<file path="config.mk">
export PLATFORM = sky130hd
export DESIGN_NAME = mul_graph_launcher_flat
export DESIGN_NICKNAME = d
export VERILOG_FILES = /design/src/rtl/mul_graph_launcher_if.sv /design/src/rtl/mul_graph_launcher.sv /design/src/flat_wrapper.sv
export SDC_FILE = /design/constraint.sdc
export NUM_CORES = 1
export LEC_CHECK = 0
export CAP_MARGIN = 10
export CORE_MARGIN = 2
export CORE_UTILIZATION = 34
export DETAILED_ROUTE_END_ITERATION = 10
export PLACE_DENSITY = 0.76
export SYNTH_ARGS = -nofsm -noshare
export SYNTH_HDL_FRONTEND = slang
export SYNTH_SLANG_ARGS = --single-unit
</file>
<file path="constraint.sdc">
create_clock -name clk -period 2.7 [get_ports clk]
set_clock_uncertainty 0.2 [all_clocks]
set_input_delay 0.54 -clock clk [delete_from_list [all_inputs] [get_ports clk]]
set_output_delay 0.54 -clock clk [all_outputs]
set_load 0.02 [all_outputs]
</file>
<file path="src/rtl/mul_graph_launcher_if.sv">
// Handshake bundle between the mul_graph launcher, its host stream and the graph ports.
// The launcher connects through the master modport; the host/graph side uses slave.
interface mul_graph_launcher_if #(
    parameter int unsigned DATA_W = 32
);
    logic              host_valid;
    logic              host_ready;
    logic [DATA_W-1:0] host_a;
    logic [DATA_W-1:0] host_b;
    logic [DATA_W-1:0] host_c;

    logic              start_in;
    logic              start_valid;
    logic              start_ready;

    logic [DATA_W-1:0] a_din;
    logic [DATA_W-1:0] b_din;
    logic [DATA_W-1:0] c_din;
    logic              a_valid_in;
    logic              b_valid_in;
    logic              c_valid_in;
    logic              a_ready_out;
    logic              b_ready_out;
    logic              c_ready_out;

    logic [DATA_W-1:0] end_out;
    logic              end_valid;
    logic              end_ready;

    logic [DATA_W-1:0] res_out;
    logic              res_valid;
    logic              res_ready;

    modport master (
        input  host_valid, host_a, host_b, host_c,
        output host_ready,
        output start_in, start_valid,
        input  start_ready,
        output a_din, b_din, c_din, a_valid_in, b_valid_in, c_valid_in,
        input  a_ready_out, b_ready_out, c_ready_out,
        input  end_out, end_valid,
        output end_ready,
        output res_out, res_valid,
        input  res_ready
    );

    modport slave (
        output host_valid, host_a, host_b, host_c,
        input  host_ready,
        input  start_in, start_valid,
        output start_ready,
        input  a_din, b_din, c_din, a_valid_in, b_valid_in, c_valid_in,
        output a_ready_out, b_ready_out, c_ready_out,
        output end_out, end_valid,
        input  end_ready,
        input  res_out, res_valid,
        output res_ready
    );
endinterface

</file>
<file path="src/rtl/mul_graph_launcher.sv">
// Launch stage for mul_graph: registers host operand triples, issues start tokens, bounds
// in-flight launches and buffers results. MUL_GRAPH_LAUNCHER_STATS_EN adds launch/done counters.
module mul_graph_launcher #(
    parameter int unsigned DATA_W       = 32,
    parameter int unsigned MAX_INFLIGHT = 4
) (
    input  logic                  clk,
    input  logic                  rst,
    mul_graph_launcher_if.master  bus,
    output logic [3:0]            inflight,
    output logic                  err_spurious
`ifdef MUL_GRAPH_LAUNCHER_STATS_EN
    ,
    output logic [31:0]           launch_cnt,
    output logic [31:0]           done_cnt
`endif
);
    localparam int unsigned CNT_W   = 4;
    localparam logic [CNT_W-1:0] MAX_CNT = CNT_W'(MAX_INFLIGHT);

    typedef enum logic {
        IDLE  = 1'b0,
        ISSUE = 1'b1
    } state_t;

    state_t state_q;
    state_t state_d;

    logic host_ready_c;
    logic accept_c;
    logic launch_c;
    logic end_ready_c;
    logic done_c;
    logic spurious_c;
    logic dec_c;
    logic unused_ready_c;

    // Graph-side ready on the argument ports carries no information beyond start_ready.
    assign unused_ready_c = &{1'b1, bus.a_ready_out, bus.b_ready_out, bus.c_ready_out};

    always_ff @(posedge clk) begin
        if (rst) begin
            state_q <= IDLE;
        end else begin
            state_q <= state_d;
        end
    end

    always_comb begin
        state_d         = state_q;
        host_ready_c    = 1'b0;
        accept_c        = 1'b0;
        launch_c        = 1'b0;
        bus.start_valid = 1'b0;
        bus.start_in    = 1'b0;
        case (state_q)
            IDLE: begin
                host_ready_c = (inflight < MAX_CNT);
                accept_c     = bus.host_valid && host_ready_c;
                if (accept_c) begin
                    state_d = ISSUE;
                end
            end
            ISSUE: begin
                bus.start_valid = 1'b1;
                bus.start_in    = 1'b1;
                if (bus.start_ready) begin
                    launch_c = 1'b1;
                    state_d  = IDLE;
                end
            end
            default: state_d = IDLE;
        endcase
    end

    assign bus.host_ready = host_ready_c;
    assign bus.a_valid_in = bus.start_valid;
    assign bus.b_valid_in = bus.start_valid;
    assign bus.c_valid_in = bus.start_valid;

    // Operands only load in IDLE, so they stay frozen for the whole ISSUE phase.
    always_ff @(posedge clk) begin
        if (rst) begin
            bus.a_din <= '0;
            bus.b_din <= '0;
            bus.c_din <= '0;
        end else if (accept_c) begin
            bus.a_din <= bus.host_a;
            bus.b_din <= bus.host_b;
            bus.c_din <= bus.host_c;
        end
    end

    assign end_ready_c   = !bus.res_valid || bus.res_ready;
    assign bus.end_ready = end_ready_c;
    assign done_c        = bus.end_valid && end_ready_c;
    assign spurious_c    = done_c && (inflight == '0);
    assign dec_c         = done_c && !spurious_c;

    always_ff @(posedge clk) begin
        if (rst) begin
            bus.res_out   <= '0;
            bus.res_valid <= 1'b0;
        end else if (done_c) begin
            bus.res_out   <= bus.end_out;
            bus.res_valid <= 1'b1;
        end else if (bus.res_ready) begin
            bus.res_valid <= 1'b0;
        end
    end

    // A completion at zero is flagged but never wraps the count.
    always_ff @(posedge clk) begin
        if (rst) begin
            inflight <= '0;
        end else begin
            case ({launch_c, dec_c})
                2'b10:   inflight <= inflight + CNT_W'(1);
                2'b01:   inflight <= inflight - CNT_W'(1);
                default: inflight <= inflight;
            endcase
        end
    end

    always_ff @(posedge clk) begin
        if (rst) begin
            err_spurious <= 1'b0;
        end else if (spurious_c) begin
            err_spurious <= 1'b1;
        end
    end

`ifdef MUL_GRAPH_LAUNCHER_STATS_EN
    always_ff @(posedge clk) begin
        if (rst) begin
            launch_cnt <= '0;
            done_cnt   <= '0;
        end else begin
            if (launch_c) begin
                launch_cnt <= launch_cnt + 32'd1;
            end
            if (done_c) begin
                done_cnt <= done_cnt + 32'd1;
            end
        end
    end
`endif

endmodule

</file>
<file path="src/flat_wrapper.sv">
// flat-port wrapper written by rule: the top's interface ports become plain ports
module mul_graph_launcher_flat 
#(
    parameter int unsigned DATA_W       = 32,
    parameter int unsigned MAX_INFLIGHT = 4
)
  (clk, rst, inflight, err_spurious, bus_host_valid, bus_host_a, bus_host_b, bus_host_c, bus_host_ready, bus_start_in, bus_start_valid, bus_start_ready, bus_a_din, bus_b_din, bus_c_din, bus_a_valid_in, bus_b_valid_in, bus_c_valid_in, bus_a_ready_out, bus_b_ready_out, bus_c_ready_out, bus_end_out, bus_end_valid, bus_end_ready, bus_res_out, bus_res_valid, bus_res_ready);
  mul_graph_launcher_if #(.DATA_W(DATA_W)) bus_i ();
  input  logic clk;
  input  logic rst;
  output logic [3:0] inflight;
  output logic err_spurious;
  input wire logic [$bits(bus_i.host_valid)-1:0] bus_host_valid;
  input wire logic [$bits(bus_i.host_a)-1:0] bus_host_a;
  input wire logic [$bits(bus_i.host_b)-1:0] bus_host_b;
  input wire logic [$bits(bus_i.host_c)-1:0] bus_host_c;
  output wire logic [$bits(bus_i.host_ready)-1:0] bus_host_ready;
  output wire logic [$bits(bus_i.start_in)-1:0] bus_start_in;
  output wire logic [$bits(bus_i.start_valid)-1:0] bus_start_valid;
  input wire logic [$bits(bus_i.start_ready)-1:0] bus_start_ready;
  output wire logic [$bits(bus_i.a_din)-1:0] bus_a_din;
  output wire logic [$bits(bus_i.b_din)-1:0] bus_b_din;
  output wire logic [$bits(bus_i.c_din)-1:0] bus_c_din;
  output wire logic [$bits(bus_i.a_valid_in)-1:0] bus_a_valid_in;
  output wire logic [$bits(bus_i.b_valid_in)-1:0] bus_b_valid_in;
  output wire logic [$bits(bus_i.c_valid_in)-1:0] bus_c_valid_in;
  input wire logic [$bits(bus_i.a_ready_out)-1:0] bus_a_ready_out;
  input wire logic [$bits(bus_i.b_ready_out)-1:0] bus_b_ready_out;
  input wire logic [$bits(bus_i.c_ready_out)-1:0] bus_c_ready_out;
  input wire logic [$bits(bus_i.end_out)-1:0] bus_end_out;
  input wire logic [$bits(bus_i.end_valid)-1:0] bus_end_valid;
  output wire logic [$bits(bus_i.end_ready)-1:0] bus_end_ready;
  output wire logic [$bits(bus_i.res_out)-1:0] bus_res_out;
  output wire logic [$bits(bus_i.res_valid)-1:0] bus_res_valid;
  input wire logic [$bits(bus_i.res_ready)-1:0] bus_res_ready;
  assign bus_i.host_valid = bus_host_valid;
  assign bus_i.host_a = bus_host_a;
  assign bus_i.host_b = bus_host_b;
  assign bus_i.host_c = bus_host_c;
  assign bus_host_ready = bus_i.host_ready;
  assign bus_start_in = bus_i.start_in;
  assign bus_start_valid = bus_i.start_valid;
  assign bus_i.start_ready = bus_start_ready;
  assign bus_a_din = bus_i.a_din;
  assign bus_b_din = bus_i.b_din;
  assign bus_c_din = bus_i.c_din;
  assign bus_a_valid_in = bus_i.a_valid_in;
  assign bus_b_valid_in = bus_i.b_valid_in;
  assign bus_c_valid_in = bus_i.c_valid_in;
  assign bus_i.a_ready_out = bus_a_ready_out;
  assign bus_i.b_ready_out = bus_b_ready_out;
  assign bus_i.c_ready_out = bus_c_ready_out;
  assign bus_i.end_out = bus_end_out;
  assign bus_i.end_valid = bus_end_valid;
  assign bus_end_ready = bus_i.end_ready;
  assign bus_res_out = bus_i.res_out;
  assign bus_res_valid = bus_i.res_valid;
  assign bus_i.res_ready = bus_res_ready;
  mul_graph_launcher #(.DATA_W(DATA_W), .MAX_INFLIGHT(MAX_INFLIGHT)) u_core (.clk(clk), .rst(rst), .bus(bus_i), .inflight(inflight), .err_spurious(err_spurious));
endmodule
</file>
==> metrics.md <==
| Metric | Value |
|---|---|
| Worst path max stage delay | `0.72 ns` |
| Synth Flop Type | `dfxtp_1` |
| Unrepaired setup endpoints after global routing | `false` |
| Least-Margin Pin Slew | `0.510 ns` |
| Area grow syn2layout | `72.7%` |
| Crit-path cells | `nor3_2 -> clkdlybuf4s50_1` |
| Seq cells post-synth | `135` |
| Max_slew headroom | `66.0%` |
| Async set-reset flop share out of synthesis | `0%` |
| Mapped Nets | `744` |
| First-pass detailed-route iteration total | `5` |
| # setup viols final | `0` |
| Die H | `123 um` |
| DRT iter0 DRCs | `187` |
| Worst setup margin | `0.124 ns` |
| Antenna-violating nets left | `0` |
| Final Hold Viols | `0` |
| Mean Syn Cell Area | `7.94 um2` |
| VDD IR max | `0.000530 V` |
| Peak Freq | `0.388 GHz` |
| Mapped Cells | `604` |
| CTS buffer count | `17` |
| Worst path slowest cell | `clkdlybuf4s50_1` |
| Post_cts resized | `0` |
| DR vias/cell | `4.62` |
| PD cells | `781 mW/mm2` |
| Post-synth EDFFs | `0` |
| DR vias | `4877` |
| Share of layout cells above drive strength 1 | `5.82%` |
| Leakage | `3.14 nW` |
| IO Pins | `278` |
| Root Driver | `clkbuf_16` |
| HP Class | `flip-flop to flip-flop` |
| CTS clk-pin slew, worst paths | `0.06 ns` |
| Starting density of the core | `34.7%` |
| Synth unique cells | `23` |
| Final Max Tran Viols | `0` |
| WHS | `0.252 ns` |
| # Post-CTS Setup Buffers | `0` |
| Overflow left after global routing | `0` |
| Setup crit end kind | `output pin` |
| Post-cts hold buffer count | `0` |
| MaxCap Viol Count | `0` |
| Min cycle time layout | `2.58 ns` |
| Total GRT Usage | `19.4%` |
| Clock Latency Late Sink | `0.41 ns` |
| Fill cells | `1236` |
| Sequential-to-total area share from yosys stat | `56.3%` |
| Initial antenna violation count | `0` |
| DIE AREA | `0.0151 mm2` |
| Most frequent cells in the layout | `clkdlybuf4s50_1 (273), nand2_1 (257), dfxtp_1 (135)` |
| First-pass GRT wire length | `22800 um` |
| Inserted Diodes | `0` |
| Vias in the first global route | `4595` |
| Largest net degree at the start of global routing | `78` |
| Htree depth | `4` |
| Dpl hpwl | `10400 um` |
| Std-Cell Rows | `43` |
| Clock sink count | `135` |
| Nets@finish | `1003` |
| Req. time, crit path | `1.96 ns` |
| Top cell type's share of synthesized area | `56.3%` |
| Mapped Area | `0.00480 mm2` |
| Yosys warnings | `0` |
| Maximum clock insertion buffer count | `2` |
| Detailed Route WL | `15100 um` |
| Status | `complete, no violations` |
| CP max FO | `8` |
| Core area | `0.0138 mm2` |
| Period utilization | `95.4%` |
| Average routed wire per standard cell | `14.3 um` |
| Area leader, netlist | `dfxtp_1` |
| Synth top area cells | `dfxtp_1 (56%), nand2_1 (20%), a21oi_1 (14%)` |
| Gpl congestion | `0.762` |
| Critical path class | `flip-flop to output pin` |
| DR DRC count | `0` |
| Worst slack at placement | `-0.0885 ns` |
| Port buffer count | `274` |
| CTS tree | `yes` |
| WP data arrival | `1.84 ns` |
| Commonest non-fill, non-tap cell in the layout | `clkdlybuf4s50_1` |
| Die width | `123 um` |
| Startpoint Class | `flip-flop` |
[cell families (layout without fill, tap and decap cells)]
kind of cell             after synthesis  count (layout)  share of synthesized area [%]
AO/OA/AOI/OAI                        137             137                           14.4
XOR/XNOR                               3               3                          0.548
adder cells (fa/ha/maj)                3               3                          0.783
buffers and inverters                 48             320                           5.19
flip-flops                           135             135                           56.3
multiplexers                           2               2                          0.443
AND/OR/NAND/NOR                      276             276                           22.3
[area by class of cell]
class / count / area [um2] / share of cell area (%)
clock inverter: 11 / 146 / 1.77
sequential: 135 / 2700 / 32.6
multi-input combinational: 421 / 1860 / 22.5
tap: 180 / 225 / 2.72
clock buffer: 21 / 470 / 5.68
inverter: 1 / 3.75 / 0.0453
timing repair buffer: 287 / 2880 / 34.7
[flip-flops by register name (all words and copies together), names as in the netlist]
register / cells
u_core.bus.a_din: 32
u_core.bus.b_din: 32
u_core.bus.c_din: 32
u_core.bus.res_out: 32
u_core.bus.res_valid: 1
u_core.err_spurious: 1
u_core.inflight: 4
u_core.state_q: 1
[path summary, 6_finish.rpt]
path                           from                      to  slack (ns)  cells past startpoint
min          u_core.bus.res_out[28]  u_core.bus.res_out[28]        0.25                      2
max reg2reg      u_core.inflight[0]      u_core.inflight[2]        0.28                      9
min reg2reg  u_core.bus.res_out[28]  u_core.bus.res_out[28]        0.25                      2
max              u_core.inflight[2]          bus_host_ready        0.12                      2
[power by group]
group	internal (mW)	switching [mW]	total, mW
Clock	1.53	0.871	2.40
Combinational	0.809	0.919	1.73
Sequential	2.22	0.126	2.34
[through the flow]
stage	cells	total power, mW	cell area (um2)	utilization, %	setup TNS (ns)
global route	1056	6.76	8280	59.9	0
floorplan	604	3.29	4810	-	0
CTS	1056	6.53	8280	59.9	0
finish	1056	6.47	8280	59.9	0
global placement	1024	4.10	7670	55.5	-0.152
detailed placement	1024	4.12	7670	55.5	-0.168
[cells in the mapped netlist (2+ instances only)]
master / count
ha_1: 3
xor2_1: 3
a21oi_1: 134
or3_1: 2
dfxtp_1: 135
nor2_1: 5
buf_2: 13
nor2b_1: 4
buf_4: 4
and2_1: 2
clkbuf_1: 24
nand2_1: 259
nand2b_1: 2
buf_6: 5
[layer usage]
layer / wire length, um / vias up / global-route usage, %
met5: 0 / - / 0
met4: 188 / 0 / 6.75
met3: 1940 / 16 / 10.5
met2: 7210 / 213 / 33.0
met1: 5800 / 2200 / 20.2
li1: - / 2448 / -
[critical path: cells and delay by family (launching register included)]
kind	cells	cell delay (ns)
flip-flops	1	0.38
AND/OR/NAND/NOR	1	0.32
buffers and inverters	1	0.72
Note: power is estimated with default switching activity, not from simulation.
